==> config.mk <==
export PLATFORM = sky130hd
export DESIGN_NAME = regfile_dma
export DESIGN_NICKNAME = d
export VERILOG_FILES = /design/src/rtl/regfile_pkg.sv /design/src/rtl/regfile_dma.sv
export SDC_FILE = /design/constraint.sdc
export NUM_CORES = 1
export LEC_CHECK = 0
export BUFFER_PORTS_ARGS = -buffer_cell sky130_fd_sc_hd__buf_4
export CAP_MARGIN = 20
export CELL_PAD_IN_SITES_DETAIL_PLACEMENT = 1
export CELL_PAD_IN_SITES_GLOBAL_PLACEMENT = 2
export CORE_MARGIN = 4
export CORE_UTILIZATION = 26
export DETAILED_ROUTE_END_ITERATION = 6
export PLACE_DENSITY_LB_ADDON = 0.1
export SYNTH_ARGS = -nofsm -noshare
export SYNTH_HDL_FRONTEND = slang
export SYNTH_SLANG_ARGS = --single-unit
==> constraint.sdc <==
create_clock -name clk -period 5.3 [get_ports clk]
set_clock_uncertainty 0.2 [all_clocks]
set_input_delay 0.53 -clock clk [delete_from_list [all_inputs] [get_ports clk]]
set_output_delay 0.53 -clock clk [all_outputs]
set_load 0.01 [all_outputs]
==> src/rtl/regfile_pkg.sv <==
// Shared widths and state encoding for the regfile bulk-transfer initiator.
package regfile_pkg;

    localparam int DATA_W   = 16;
    localparam int ADDR_W   = 3;
    localparam int NUM_REGS = 1 << ADDR_W;

    typedef enum logic [1:0] {
        IDLE = 2'd0,
        DUMP = 2'd1,
        LOAD = 2'd2,
        DONE = 2'd3
    } dma_state_t;

endpackage

==> src/rtl/regfile_dma.sv <==
// Regfile bulk-transfer initiator: dumps a register run to a stream or loads a stream into registers.
// Optional REGFILE_DMA_CHECKSUM_EN adds a wrapping checksum of all handshaken words.
//
// state | meaning
// IDLE  | waiting for start; regfile ports released
// DUMP  | reading registers, presenting words on out_data/out_valid
// LOAD  | accepting in_data words and writing them into registers
// DONE  | one-cycle done pulse, then back to IDLE
module regfile_dma
    import regfile_pkg::*;
(
    input  logic              clk,
    input  logic              rst_n,
    input  logic              start,
    input  logic              mode,
    input  logic [ADDR_W-1:0] first_reg,
    input  logic [ADDR_W:0]   count,
    output logic              busy,
    output logic              done,
    output logic [DATA_W-1:0] out_data,
    output logic              out_valid,
    input  logic              out_ready,
    input  logic [DATA_W-1:0] in_data,
    input  logic              in_valid,
    output logic              in_ready,
    output logic              rf_own,
    output logic [ADDR_W-1:0] rf_readnum,
    input  logic [DATA_W-1:0] rf_data_out,
    output logic [ADDR_W-1:0] rf_writenum,
    output logic              rf_write,
    output logic [DATA_W-1:0] rf_data_in
`ifdef REGFILE_DMA_CHECKSUM_EN
    ,
    output logic [DATA_W-1:0] checksum
`endif
);

    localparam logic [ADDR_W:0] NUM_REGS_W = (ADDR_W+1)'(NUM_REGS);

    dma_state_t        state_q, state_d;
    logic [ADDR_W-1:0] ptr_q, ptr_d;
    logic [ADDR_W:0]   rem_q, rem_d;
    logic [DATA_W-1:0] out_data_q, out_data_d;
    logic              out_valid_q, out_valid_d;
    logic [ADDR_W:0]   count_clamped;

`ifdef REGFILE_DMA_CHECKSUM_EN
    logic [DATA_W-1:0] csum_q, csum_d;
`endif

    assign count_clamped = (count > NUM_REGS_W) ? NUM_REGS_W : count;

    always_comb begin
        state_d     = state_q;
        ptr_d       = ptr_q;
        rem_d       = rem_q;
        out_data_d  = out_data_q;
        out_valid_d = out_valid_q;
`ifdef REGFILE_DMA_CHECKSUM_EN
        csum_d      = csum_q;
`endif
        case (state_q)
            IDLE: begin
                if (start) begin
                    ptr_d = first_reg;
                    rem_d = count_clamped;
`ifdef REGFILE_DMA_CHECKSUM_EN
                    csum_d = '0;
`endif
                    if (count_clamped == '0)
                        state_d = DONE;
                    else
                        state_d = mode ? LOAD : DUMP;
                end
            end
            DUMP: begin
`ifdef REGFILE_DMA_CHECKSUM_EN
                if (out_valid_q && out_ready)
                    csum_d = csum_q + out_data_q;
`endif
                // The entry cycle (out_valid low) fetches; afterwards each handshake refetches.
                if (!out_valid_q || out_ready) begin
                    if (rem_q != '0) begin
                        out_data_d  = rf_data_out;
                        out_valid_d = 1'b1;
                        ptr_d       = ptr_q + ADDR_W'(1);
                        rem_d       = rem_q - (ADDR_W+1)'(1);
                    end else begin
                        out_valid_d = 1'b0;
                        state_d     = DONE;
                    end
                end
            end
            LOAD: begin
                if (in_valid) begin
                    ptr_d = ptr_q + ADDR_W'(1);
                    rem_d = rem_q - (ADDR_W+1)'(1);
`ifdef REGFILE_DMA_CHECKSUM_EN
                    csum_d = csum_q + in_data;
`endif
                    if (rem_q == (ADDR_W+1)'(1))
                        state_d = DONE;
                end
            end
            DONE: begin
                state_d = IDLE;
            end
            default: begin
                state_d = IDLE;
            end
        endcase
    end

    always_ff @(posedge clk or negedge rst_n) begin
        if (!rst_n) begin
            state_q     <= IDLE;
            ptr_q       <= '0;
            rem_q       <= '0;
            out_data_q  <= '0;
            out_valid_q <= 1'b0;
`ifdef REGFILE_DMA_CHECKSUM_EN
            csum_q      <= '0;
`endif
        end else begin
            state_q     <= state_d;
            ptr_q       <= ptr_d;
            rem_q       <= rem_d;
            out_data_q  <= out_data_d;
            out_valid_q <= out_valid_d;
`ifdef REGFILE_DMA_CHECKSUM_EN
            csum_q      <= csum_d;
`endif
        end
    end

    // Port-side outputs decode straight from the state flop so reset releases the regfile at once.
    assign busy        = (state_q == DUMP) || (state_q == LOAD);
    assign rf_own      = busy;
    assign done        = (state_q == DONE);
    assign out_data    = out_data_q;
    assign out_valid   = out_valid_q;
    assign in_ready    = (state_q == LOAD);
    assign rf_write    = in_ready & in_valid;
    assign rf_writenum = in_ready ? ptr_q : '0;
    assign rf_data_in  = in_ready ? in_data : '0;
    assign rf_readnum  = (state_q == DUMP) ? ptr_q : '0;

`ifdef REGFILE_DMA_CHECKSUM_EN
    assign checksum = csum_q;
`endif

endmodule

Word-level counts from Yosys, hierarchy flattened
Cells that the tools add are included.

word-level totals
  register bits after elaboration = 26
  input bits = 45
  output and inout bits = 44

cells by class
  add/subtract/negate cells = 2
  order comparisons = 1
  equal/unequal tests = 10
  muxes and demuxes = 23
  bitwise operators = 1
  reduce and logical (&&, ||, !) cells = 11

operators by type and width
  cell                 count
  $mux 4               5
  $mux 3               6
  $mux 16              1
  $mux 2               7
  $pmux 4 s3           1
  $ne 2x2->1 const B   5
  $reduce_and 5->1     2
  $pmux 3 s3           1
  $pmux 2 s4           1
  $eq 2x2->1 const B   2
  $eq 4x1->1 const B   1
  $gt 4x4->1 const B   1
  $logic_not 4->1      1
  $reduce_bool 4->1    1
  $sub 4x1->4 const B  1
  $add 3x1->3 const B  1
  $reduce_and 3->1     1
  $reduce_bool 3->1    1
  $eq 2x1->1 const B   1
  $logic_not 2->1      1
  $logic_or 1x1->1     2
  $ne 2x1->1 const B   1
  $reduce_and 2->1     1
  $and 1x1->1          1
  2 further kinds      2

Longest topological paths before layout
Gate-level depths: netlist of run 1.

  depth in word-level cells = 6
  depth in mapped cells = 7

Worst setup path after synthesis of run 1
Ideal clock, no wire load.

  path type = reg-to-reg
  from = register state_q[0]
  to = register rem_q[1]
  library setup time = 0.125 ns
  arrival = 1.622 ns
  required time = 4.975 ns
  slack = 3.353 ns
  stages on the path, launching flop included = 6
  buffers on the path = 0
  cells stage by stage = dfrtp_1 inv_1 ha_1 a221o_1 nor2_1 mux2_2

between the ends
  word-level cells in the longest chain between the ends = 3

ends and longest elaborated chain
  what                                                       line                text
  start: declaration                                         regfile_dma.sv:40   dma_state_t state_q, state_d;
  start signal: assignment                                   regfile_dma.sv:125  state_q <= state_d;
  $eq 2x2->1 *                                               n/a
  via in_ready                                               regfile_dma.sv:25   output logic in_ready,
  $ne 2x2->1 (no line) or $reduce_bool 3->1 (tied branches)  n/a
  $reduce_and 5->1 (no line)                                 n/a
  end signal: assignment                                     regfile_dma.sv:127  rem_q <= rem_d;
  end: declaration                                           regfile_dma.sv:42   logic [ADDR_W:0] rem_q, rem_d;

The timed path passes the listed nets; every way through them passes the cells marked *.
A chain may end at the register's enable or synchronous reset.

Worst setup path after layout of run 1
  from = register state_q[0]
  to = output port rf_data_in[4]

between the ends
  word-level cells in the longest chain between the ends = 2

ends and longest elaborated chain
  what              line                text
  $eq 2x2->1        regfile_dma.sv:142  assign in_ready = (state_q == LOAD);
  $mux 16           regfile_dma.sv:145  assign rf_data_in = in_ready ? in_data : '0;
  end: declaration  regfile_dma.sv:31   output logic [DATA_W-1:0] rf_data_in

Every way passes these cells.

==> results of run 1 <==
## final timing paths
path	startpoint	endpoint	slack [ps]
setup / recovery	state_q[0]$_DFFE_PN0P_	rf_data_in[4]	2820
hold / removal	rf_data_out[2]	out_data[2]$_DFFE_PN0P_	290
max in group asynchronous	rst_n	ptr_q[0]$_DFFE_PN0P_	4150
min in group asynchronous	rst_n	state_q[1]$_DFFE_PN0P_	500
setup reg to reg	state_q[0]$_DFFE_PN0P_	rem_q[1]$_DFFE_PN0P_	2970
hold reg to reg	out_data[6]$_DFFE_PN0P_	out_data[6]$_DFFE_PN0P_	310
## where the power goes
group | switching [mW] | total, mW | internal, mW | leakage, nW
combinational | 0.415 | 0.856 | 0.442 | 0.797
sequential | 0.0744 | 0.380 | 0.306 | 0.305
clock | 0.0601 | 0.126 | 0.0663 | 0.0288
total | 0.549 | 1.36 | 0.814 | 1.13
## worst max-delay path, stage by stage (launching register included)
cell and delay, ps:
dfrtp_1 420, inv_1 90, ha_1 600, and2_1 240
buf_4 120
## sequential cells by signal, summed over array words and instances, names as in the netlist
name / flops
out_valid: 1
ptr_q: 3
state_q: 2
rem_q: 4
out_data: 16
## stage by stage
stage | worst slack, ps | cells | utilization [%] | cell area, µm² | hold WS [ps]
after floorplan | 3350 | 142 | - | 1490 | 34.4
after global placement | 3090 | 296 | 39.8 | 2210 | 256
after detailed placement | 2950 | 296 | 39.8 | 2210 | 261
after CTS | 2780 | 301 | 41.0 | 2270 | 283
after global routing | 2660 | 301 | 41.0 | 2270 | 284
final | 2820 | 301 | 41.0 | 2270 | 291
## cells by family after synthesis
group	count (synthesis)
buffers and inverters	15
multiplexers	20
AND/OR/NAND/NOR	49
adder cells (fa/ha/maj)	7
AO/OA/AOI/OAI	25
flip-flops	26
## layer usage
metal	routed length, µm	share of wire, %
met1	1980	44
met2	2220	49
met3	299	6.6
met4	14	0.31
met5	0	0
## cell type report
type,count,share of cell area (%)
Clock buffer,4,2.42
Inverter,9,1.49
Multi-Input combinational cell,101,33.9
Sequential cell,26,28.7
Tap cell,72,3.97
Timing Repair Buffer,89,29.5
## Yosys cell counts (all sizes together), types with 2 or more instances
cell	instances	area share [%]
dfrtp	26	44
and2	23	9.7
mux2	18	14
inv	9	2.3
nand2	8	2.0
ha	7	5.9
nor2	7	1.8
a21oi	4	1.3
a31oi	4	1.7
clkbuf	4	1.0
o21ai	4	1.3
nand2b	3	1.3
a221o	2	1.3
a22o	2	1.2
a31o	2	1.2
buf	2	1.0
mux2i	2	1.3
nand4	2	0.84
nor2b	2	0.84
o31ai	2	1.0
==> results.ini, run 1 <==
[sta]
slew_headroom_pct=54.0
worst_pin_slew_ps=689
hold_violations=0
period_minus_slack_ps=2480
slew_violations=0
setup_tns_ps=0
fin_crit_sh_pct=46.9
setup_viol=0
rsz0062_at_grt=false
fmax_mhz=403

[logic_synthesis]
syn_nets=194
ys_ff_latch=26
synth-edff-count=0
synth_adder_area_share_pct=5.90
synthFlopType=dfrtp_1
syn_area_mm2=0.00149
yosys_warnings=0
yosysUniqueCellTypes=31
ys_seq_area_share_pct=43.8
synth_compound_area_share_pct=12.2
synthMuxAreaShare_pct=15.0
syn-mean-instance-area_um2=10.5
synth_cells=142
synthXorXnorAreaFrac_pct=0
async_flop_share_pct=100
synth_top_family_by_area=simple AND/OR/NAND/NOR gates
synth_simple_gate_area_share_pct=18.8

[worst_hold_path]
whs_path_depth=2
hold_path.class=input pin to register

[setup_path]
cp.arrival_ps=1750
cp_max_fo=25
worstPathRequired_ps=4570
reg2reg_depth=5
crit_path_end_kind=output pin
crit_type=register to output pin
startpoint_type=register

[global_route]
track_usage_pct=12.7
grt_busiest_layer=met2
antenna_found_initial=0
gr-usage-met2_pct=22.6
overflow=0
grt_pass1_wl_um=7400
grt_max_degree=27
grt_use_met3_pct=1.88
use_met1_pct=16.2
grt_pass1_vias=1484

[floorplanning]
die_h_um=83.6
num_rows=27
ioPinCount=89
core_mm2=0.00554
die_w_um=83.6
design.die.area_mm2=0.00699
start_util_pct=26.8

[route]
drt_iter0_markers=26
ant_nets=0
drt-total-wl_um=4510
drc=0
vias=1405
drt_first_pass_iters=3
viasPerCell=4.67
wire_per_inst_um=15.0

[placement]
gp_congestion=0.851
dp_hpwl_um=3740
io_buffers=88

[final_layout]
layout_common_cells=buf_4, dfrtp_1, and2_1
multi_input_area_um2=771
synthToLayoutAreaGrowth_pct=52.9
layout_commonest_cell=buf_4
layout.nets=282
final-seq-area_um2=651
num_antenna_cells=0
fill_cells=646
layout-drive-gt1-share_pct=49.8

[clock_network]
h-tree-depth=1
cts.root.buffer_cell=clkbuf_8
path_clk_slew_ps=90
clk_latency_ps=260
clk_path_buf_depth=2
cts_hold_buf=1
cts_tree=built
numCtsBuffers=3
cts_resized=0
clock-sinks=26
post_cts.repair.setup_buffers=0

[power_and_ir_drop]
fin_total_pwr_mw=1.36
p_per_area_mw_per_mm2=600
peakVddDrop_mv=0.195
p_leak_nw=1.13

[run_status]
status=completed

[job]
max_cap_viol_count=0

(Power assumes the default switching activity.)
==> run 2, diff against run 1 <==
--- a/config.mk
+++ b/config.mk
@@ -10,7 +10,7 @@
 export CELL_PAD_IN_SITES_DETAIL_PLACEMENT = 1
 export CELL_PAD_IN_SITES_GLOBAL_PLACEMENT = 2
 export CORE_MARGIN = 4
-export CORE_UTILIZATION = 26
+export CORE_UTILIZATION = 24
 export DETAILED_ROUTE_END_ITERATION = 6
 export PLACE_DENSITY_LB_ADDON = 0.1
 export SYNTH_ARGS = -nofsm -noshare
==> constraint.sdc (replaced) <==
create_clock -name clk -period 2.5 [get_ports clk]
set_clock_uncertainty 0.2 [all_clocks]
set_input_delay 0.25 -clock clk [delete_from_list [all_inputs] [get_ports clk]]
set_output_delay 0.25 -clock clk [all_outputs]
set_load 0.01 [all_outputs]
==> results.ini, run 2 (synthesis gave the netlist of run 1 again) <==
[sta]
setup_tns_ps=0
slew_headroom_pct=60.7
hold_violations=0
rsz0062_at_grt=false
fin_crit_sh_pct=87.7
slew_violations=0
fmax_mhz=456
worst_pin_slew_ps=589
setup_viol=0
period_minus_slack_ps=2190

[final_layout]
num_antenna_cells=0
layoutNonFillerInstCount=318
layout.nets=296
multi_input_area_um2=771
synthToLayoutAreaGrowth_pct=62.4
layout_common_cells=buf_4, dfrtp_1, and2_1
layout_commonest_cell=buf_4
fill_cells=707
final-seq-area_um2=651
layout-drive-gt1-share_pct=47.3
largest_reg_flops=16

[floorplanning]
start_util_pct=24.9
core_mm2=0.00596
num_rows=28
die_w_um=86.7
design.die.area_mm2=0.00751
ioPinCount=89
die_h_um=86.7

[job]
max_cap_viol_count=0

[setup_path]
startpoint_type=register
cp_max_fo=14
cp.arrival_ps=2160
crit_path_end_kind=register
crit_type=register to register
worstPathRequired_ps=2470

[placement]
gp_congestion=0.750
io_buffers=88
dp_hpwl_um=3920
dp.cells=300

[clock_network]
post_cts.repair.setup_buffers=0
h-tree-depth=1
cts_tree=built
clock-sinks=26
cts_resized=0
cts.root.buffer_cell=clkbuf_8
clk_latency_ps=280
numCtsBuffers=3
cts_hold_buf=14
path_clk_slew_ps=90
clk_path_buf_depth=2

[power_and_ir_drop]
p_leak_nw=1.19
peakVddDrop_mv=0.434
comb_power_share_pct=63.1
intPower_mw=1.75
p_seq_share_pct=27.4
fin_total_pwr_mw=2.93
swShare_pct=40.4
clkPwrFrac_pct=9.5
p_per_area_mw_per_mm2=1210
netSwitchingPower_mw=1.18

[global_route]
grt_pass1_vias=1633
use_met1_pct=15.1
track_usage_pct=13.3
overflow=0
antenna_found_initial=0
grt_busiest_layer=met2
grt_max_degree=27
gr-usage-met2_pct=25.2
grt_pass1_wl_um=7940
grt_use_met3_pct=2.28

[route]
drt_iter0_markers=29
wire_per_inst_um=15.1
vias=1430
drc=0
drt-total-wl_um=4810
viasPerCell=4.50
ant_nets=0
drt_first_pass_iters=3

[worst_hold_path]
hold_path.class=input pin to register

[run_status]
status=completed

==> run 2: cell types whose count changed in the layout (fill, tap and decap cells not counted) <==
cell / delta
dlygate4sd3_1: +13
buf_4: +1
==> run 2: per-layer routing <==
layer,up-vias,wire (µm)
met1,683,1870
met3,5,265
met5,-,0
li1,690,-
met4,0,53
met2,52,2630
==> run 2: final cells by class <==
class,instances,share of cell area (%)
timing repair buffer,103,33.5
multi-input combinational,101,32.0
sequential,26,27.0
clock buffer,4,2.28
inverter,9,1.40
tap,75,3.89
==> run 2: power groups by stage <==
stage	registers, mW	logic [mW]	clock network (mW)
finish	0.803	1.85	0.279
global route	0.835	2.06	0.311
CTS	0.805	1.90	0.292
detailed placement	0.811	1.88	0
global placement	0.799	1.82	0
floorplan	0.847	1.07	0
==> run 2: final timing paths <==
check / cells after the start / slack, ps / end / startpoint
max: 5 / 310 / rem_q[1]$_DFFE_PN0P_ / state_q[0]$_DFFE_PN0P_
min: 2 / 7 / out_data[1]$_DFFE_PN0P_ / rf_data_out[1]
max reg2reg: 5 / 310 / rem_q[1]$_DFFE_PN0P_ / state_q[0]$_DFFE_PN0P_
min reg2reg: 1 / 320 / out_data[15]$_DFFE_PN0P_ / out_data[15]$_DFFE_PN0P_
max in group asynchronous: 2 / 1630 / ptr_q[1]$_DFFE_PN0P_ / rst_n
min in group asynchronous: 2 / 210 / out_data[4]$_DFFE_PN0P_ / rst_n
==> run 2: critical path, stage by stage (launching register included) <==
cell     delay, ps
dfrtp_1        410
inv_1           80
ha_1           340
a221o_1        410
nor2_1         270
mux2_2         370
==> run 2: stage by stage <==
stage               hold slack, ps  instance area (µm²)  setup slack (ps)  utilization [%]
CTS                           2.44                 2410               274             40.5
detailed placement           -12.8                 2220               305             37.2
floorplan                     -246                 1490               553                -
finish                        6.87                 2410               308             40.5
global route                  3.07                 2410               171             40.5
global placement             -16.4                 2220               395             37.2
